### config.mk
export PLATFORM = sky130hd
export DESIGN_NAME = clkg_ctrl
export DESIGN_NICKNAME = d
export VERILOG_FILES = /design/src/rtl/clkg_ctrl.sv
export SDC_FILE = /design/constraint.sdc
export NUM_CORES = 1
export LEC_CHECK = 0
export BUFFER_PORTS_ARGS = -buffer_cell sky130_fd_sc_hd__buf_2
export CAP_MARGIN = 20
export CORE_MARGIN = 8
export CORE_UTILIZATION = 30
export CTS_CLUSTER_DIAMETER = 150
export DETAILED_ROUTE_END_ITERATION = 6
export PLACE_DENSITY = 0.55
export RECOVER_POWER = 25
export SYNTH_ARGS = -nofsm -noshare
export SYNTH_HDL_FRONTEND = slang
export SYNTH_SLANG_ARGS = --single-unit
### constraint.sdc
create_clock -name clk -period 1.7 [get_ports clk]
set_clock_uncertainty 0.15 [all_clocks]
set_input_delay 0.425 -clock clk [delete_from_list [all_inputs] [get_ports clk]]
set_output_delay 0.425 -clock clk [all_outputs]
set_load 0.05 [all_outputs]
### src/rtl/clkg_ctrl.sv
// Clock-enable scheduler: NCH independently divided clocks from the system clock.
// Divisor/enable writes are staged and only take effect at a period boundary.
module clkg_ctrl #(
    parameter int unsigned NCH = 4,
    parameter int unsigned DW  = 8,
    localparam int unsigned CW = $clog2(NCH)
) (
    input  logic           clk,
    input  logic           reset,
    input  logic           cfg_valid,
    output logic           cfg_ready,
    input  logic [CW-1:0]  cfg_ch,
    input  logic [DW-1:0]  cfg_div,
    input  logic           cfg_en,
    output logic [NCH-1:0] clko,
    output logic [NCH-1:0] tick,
    output logic [NCH-1:0] active,
    output logic [NCH-1:0] pend
);

    typedef enum logic {StOff, StRun} state_e;

    state_e        state_q [NCH];
    state_e        state_d [NCH];
    logic [DW-1:0] cnt_q   [NCH];
    logic [DW-1:0] cnt_d   [NCH];
    logic [DW-1:0] div_q   [NCH];
    logic [DW-1:0] div_d   [NCH];
    logic [DW-1:0] sdiv_q  [NCH];
    logic [DW-1:0] sdiv_d  [NCH];
    logic [NCH-1:0] sen_q, sen_d;
    logic [NCH-1:0] pend_q, pend_d;
    logic [NCH-1:0] clko_q, clko_d;
    logic [NCH-1:0] tick_q, tick_d;
    logic           wr;

    assign cfg_ready = !pend_q[cfg_ch];
    assign wr        = cfg_valid && cfg_ready;

    always_comb begin
        state_d = state_q;
        cnt_d   = cnt_q;
        div_d   = div_q;
        sdiv_d  = sdiv_q;
        sen_d   = sen_q;
        pend_d  = pend_q;
        clko_d  = clko_q;
        tick_d  = '0;
        for (int i = 0; i < NCH; i++) begin
            unique case (state_q[i])
                StOff: begin
                    cnt_d[i]  = '0;
                    clko_d[i] = 1'b0;
                    if (pend_q[i]) begin
                        div_d[i]  = sdiv_q[i];
                        pend_d[i] = 1'b0;
                        if (sen_q[i]) state_d[i] = StRun;
                    end
                end
                StRun: begin
                    if (cnt_q[i] != div_q[i]) begin
                        cnt_d[i] = cnt_q[i] + DW'(1);
                    end else begin
                        cnt_d[i] = '0;
                        if (!clko_q[i]) begin
                            clko_d[i] = 1'b1;
                            tick_d[i] = 1'b1;
                        end else begin
                            // End of high phase: the only point a staged write may land.
                            clko_d[i] = 1'b0;
                            if (pend_q[i]) begin
                                div_d[i]   = sdiv_q[i];
                                pend_d[i]  = 1'b0;
                                state_d[i] = sen_q[i] ? StRun : StOff;
                            end
                        end
                    end
                end
                default: state_d[i] = StOff;
            endcase
            // Accepted writes only target non-pending channels, so never collide with an apply.
            if (wr && (cfg_ch == CW'(i))) begin
                sdiv_d[i] = cfg_div;
                sen_d[i]  = cfg_en;
                pend_d[i] = 1'b1;
            end
        end
    end

    always_ff @(posedge clk) begin
        if (reset) begin
            for (int i = 0; i < NCH; i++) begin
                state_q[i] <= StOff;
                cnt_q[i]   <= '0;
                div_q[i]   <= '0;
                sdiv_q[i]  <= '0;
            end
            sen_q  <= '0;
            pend_q <= '0;
            clko_q <= '0;
            tick_q <= '0;
        end else begin
            state_q <= state_d;
            cnt_q   <= cnt_d;
            div_q   <= div_d;
            sdiv_q  <= sdiv_d;
            sen_q   <= sen_d;
            pend_q  <= pend_d;
            clko_q  <= clko_d;
            tick_q  <= tick_d;
        end
    end

    always_comb begin
        for (int i = 0; i < NCH; i++) active[i] = (state_q[i] == StRun);
    end

    assign clko = clko_q;
    assign tick = tick_q;
    assign pend = pend_q;

endmodule

Yosys cells after proc, flatten, opt, wreduce, memory -nomap -nowiden
Index checks and enable logic that the tools add are counted.
{"block": "classes", "add_sub_neg": 4, "n_lt_le_gt_ge": 1, "eq_ne": 23, "mux": 78, "bitwise_logic": 4, "n_reduce_logical": 19}
{"cell": "8-bit two-way mux", "count": 16}
{"cell": "8-bit one-hot mux with 2 select lines", "count": 8}
{"cell": "1-bit two-way mux", "count": 41}
{"cell": "8-bit by 1-bit adder with 8-bit output, second input constant", "count": 4}
{"cell": "8-bit != test", "count": 4}
{"cell": "1-bit one-hot mux with 2 select lines", "count": 12}
{"cell": "2-bit AND reduction", "count": 8}
{"cell": "3-bit by 1-bit != test with 1-bit output, second input constant", "count": 4}
{"cell": "3-bit by 2-bit != test with 1-bit output, second input constant", "count": 4}
{"cell": "3-bit OR reduction", "count": 4}
{"cell": "2-bit by 1-bit != test with 1-bit output, second input constant", "count": 4}
{"cell": "2-bit != test, second input constant", "count": 4}
{"cell": "1-bit logical AND", "count": 5}
{"cell": "2-bit equality test, second input constant", "count": 2}
{"cell": "1-bit NOT", "count": 4}
{"cell": "2-bit by 3-bit < comparator with 1-bit output, second input constant", "count": 1}
{"cell": "1-bit binary-select mux with 2-bit select", "count": 1}
{"cell": "2-bit by 1-bit equality test with 1-bit output, second input constant", "count": 1}
{"cell": "2-bit zero test", "count": 1}
{"cell": "1-bit zero test", "count": 1}
{"block": "totals", "ff_bits": 116, "in_bits": 14, "out_inout_bits": 17, "wordCells": 161}

Depth between registers and ports, before layout
{"block": "logic_depth", "ltp_word": 7, "ltp_mapped": 7, "mapped_depth_nobuf": 5}

Least setup slack after synthesis
OpenSTA, ideal clock, no wires.
{"block": "synth_timing", "kind": "reg-to-output", "from": "register pend_q[2] (netlist: pend[2])", "to": "output cfg_ready", "arrival_time_ps": 2031, "t_required_ps": 1125, "slack_ps": -906, "stages_incl_launch_ff": 4, "path_buffers": 1, "path_cell_list": "dfxtp_1 > buf_2 > mux2_2 > o21ai_0"}
{"block": "synth_between", "elab_chain_len": 3}
{"item": "from (decl)", "line": "32", "rtl": "logic [NCH-1:0] pend_q, pend_d;"}
{"item": "from (signal assigned)", "line": "108", "rtl": "pend_q <= pend_d;"}
{"item": "1-bit binary-select mux with 2-bit select", "line": "37", "rtl": "assign cfg_ready = !pend_q[cfg_ch];"}
{"item": "1-bit two-way mux (implied by the code)", "line": "37"}
{"item": "1-bit zero test", "line": "37"}
{"item": "to (decl)", "line": "11", "rtl": "output logic cfg_ready,"}
Every way passes these cells. The select of a mux whose other input is x is not followed.

Final worst setup path
{"block": "layout_timing", "from": "register pend_q[0] (netlist: pend[0])", "to": "output cfg_ready"}
Same word-level chain as after synthesis.

==> qor.tcl <==
set qor(outcome) {finished with violations}
set qor(violations) {setup timing}
set qor(worstSkewPairLatency_ps) 420
set qor(cts.root.buffer_cell) {sky130_fd_sc_hd__clkbuf_16}
set qor(hp-class) {primary input to flip-flop}
set qor(cts_buffers) 17
set qor(yosys-top-cells-area) {sky130_fd_sc_hd__dfxtp_1 (41%), sky130_fd_sc_hd__nor3b_1 (8.5%), sky130_fd_sc_hd__nand3_1 (7.2%), sky130_fd_sc_hd__xnor2_1 (6.2%), sky130_fd_sc_hd__nand2_1 (5.6%)}
set qor(post_drt_wl_per_cell_um) 15.1
set qor(instances_no_fill) 997
set qor(drive_above_1_share_pct) 21.0
set qor(cts_h_tree_lvls) 4
set qor(slew_headroom_pct) 63.5
set qor(mappedNetlistArea_um2) 5660
set qor(ctsLongestPathBuffers) 2
set qor(cts_tree) {done}
set qor(drt_first_iter_violations) 453
set qor(insertedDiodeCount) 0
set qor(die_area_um2) 23500
set qor(grt_start_max_net_pins) 34
set qor(critPathLaunchType) {flip-flop}
set qor(finalHoldViolCount) 0
set qor(max-cap-violations) 0
set qor(endpoint_kind) {output pin}
set qor(globalplace.congestion) 0.766
set qor(post_synth_num_cell_types) 34
set qor(total_core_area_um2) 18600
set qor(static-leakage-power_uw) 0.00259
set qor(area_growth_syn_to_layout_pct) 27.4
set qor(setup.worst_path.class) {flip-flop to output pin}
set qor(yosys_warnings) 0
set qor(synth_cells) 673
set qor(layout.cells.most_common) {sky130_fd_sc_hd__dfxtp_1}
set qor(synth_top_cell_area_share_pct) 41.1
set qor(synth_ff_type) {sky130_fd_sc_hd__dfxtp_1}
set qor(initial_utilization_pct) 30.4
set qor(rows) 50
set qor(ctsHoldBuffers) 0
set qor(rr_worst_depth) 6
set qor(number_of_global_route_vias_before_repair) 4908
set qor(grt_setup_unrepaired) {true}
set qor(required_time_worst_endpoint_ps) 1120
set qor(post_layout_net_count) 768
set qor(synth_seq_cells) 116
set qor(placedCellCount) 958
set qor(regToRegStartpoint) {pend[2]}
set qor(synth.avg_cell_area_um2) 8.41
set qor(dp.final_hpwl_um) 10100
set qor(synth_sequential_area_ratio_pct) 41.1
set qor(r2r_setup_slack_ps) 90
set qor(port_buffers) 30
set qor(synth-edff-count) 0
set qor(firstDrtPassIters) 5
set qor(p_per_area_nw_per_um2) 952
set qor(fmaxAchievable_mhz) 518
set qor(vdd.ir_drop.worst_mv) 0.703
set qor(critical_path_arrival_ps) 1360
set qor(synth-async-reset-ratio_pct) 0
set qor(clk_pin_slew_worst_paths_ps) 50
set qor(clock_sinks) 116
set qor(initial_antenna_violation_count) 1
set qor(detail_route.vias_per_cell) 5.18
set qor(grt_first_pass_wirelength_um) 25300
set qor(r2r_end) {div_q[15]}
set qor(dp_worst_setup_slack_ps) -236
set qor(synth_largest_area_cell) {sky130_fd_sc_hd__dfxtp_1}
set qor(setup_ws_ps) -231
set qor(crit_fanout) 2
set qor(whs_endpoint) {sdiv_q[23]}
set qor(dieHeight_um) 153
set qor(die_w_um) 153
set qor(timing.final.crit_share_pct) 114
set qor(timing.final.crit_period_ps) 1930
set qor(synth_fp_nets) 691
set qor(drt-total-wl_um) 15000
set qor(setup_violations) 3
set qor(final_max_slew_viol_count) 0
set qor(drc) 0
set qor(holdCritStartpoint) {cfg_div[7]}
set qor(tightestPinTransition_ps) 546
set qor(final_cell_mix) {sky130_fd_sc_hd__dfxtp_1 (109), sky130_fd_sc_hd__nand2_1 (84), sky130_fd_sc_hd__nand3_1 (81), sky130_fd_sc_hd__buf_4 (67), sky130_fd_sc_hd__nor3b_1 (63)}
set qor(boundary_pins) 31
set qor(route.vias.total) 5165
set qor(gr-usage-all-layers_pct) 12.9
set qor(grt_overflow_total) 0
set qor(antenna_violating_nets_post_route) 0
set qor(min_delay_path_depth) 3
## metrics by stage
stage	utilization [%]	setup TNS [ps]	instance area (µm²)	power [µW]	hold slack, ps
4_1_cts	38.5	-266	7150	6910	151
6_report	38.8	-277	7200	6860	157
3_3_place_gp	35.1	-809	6510	3200	305
2_1_floorplan	-	-19.2	5700	3030	286
5_1_grt	38.8	-739	7200	7070	160
3_5_place_dp	35.1	-974	6510	3200	304
## report_power, final
group	switching, µW	internal [µW]
logic	227	143
clock network	1340	2370
registers	26.6	2750
## routing by layer
| metal | vias up | GRT usage (%) | wire length (µm) |
|---|---|---|---|
| li1 | 2606 | - | - |
| met3 | 14 | 3.21 | 667 |
| met5 | - | 0 | 8 |
| met4 | 2 | 4.01 | 176 |
| met1 | 2441 | 17.5 | 7430 |
| met2 | 102 | 19.8 | 6740 |
## final cells by class
class | instances | area, µm²
fillers | 1881 | 11400
multi-input cells | 502 | 3120
flip-flops and latches | 116 | 2340
repair buffers | 112 | 845
clock buffers | 19 | 453
well taps | 234 | 293
clock inverters | 13 | 158
inverters | 1 | 3.75
## how the worst max path moves through the flow
stage	cells after the start	end	startpoint	slack, ps
floorplan	3	cfg_ready	pend[0]	-20
global placement	4	cfg_ready	cfg_ch[1]	-190
detailed placement	6	cfg_ready	cfg_ch[1]	-240
CTS	3	cfg_ready	pend[0]	-270
global route	3	cfg_ready	pend[0]	-270
finish	3	cfg_ready	pend[0]	-230
## cell families after synthesis
kind of cell               share of synthesized area, %
muxes                                             0.199
buffers and inverters                              4.38
DFF                                                41.1
adders and majority gates                         0.885
AOI/OAI and AO/OA                                  13.5
and+or+nand+nor                                    31.3
xor gates and xnor gates                           8.67
## synthesized netlist by cell type, drive strengths merged, types with 5 or more instances
master	count
nand2	85
nor3	34
and4	8
nor2b	5
or3	6
clkbuf	19
nand4	9
dfxtp	116
and3	12
a32oi	32
a21oi	44
buf	35
xnor2	40
nor3b	68
o21ai	38
xor2	16
nand3	81
nor2	5
## repair_timing
item	4_1_cts	5_1_grt
buffers inserted	0	7
pin swaps	1	5
endpoints found under the setup margin	5	53
gates resized for setup	9	15
## worst max-delay path, stage by stage, from the launching register on
cell	delay, ps
sky130_fd_sc_hd__dfxtp_4	350
sky130_fd_sc_hd__mux2_4	280
sky130_fd_sc_hd__o21ai_4	140
sky130_fd_sc_hd__buf_6	180
## sequential cells by signal, summed over array words and instances (netlist names)
signal,count
active,4
clko,4
cnt_q,32
div_q,32
pend,4
sdiv_q,32
sen_q,4
tick,4
Power figures use the tool's default switching activity.
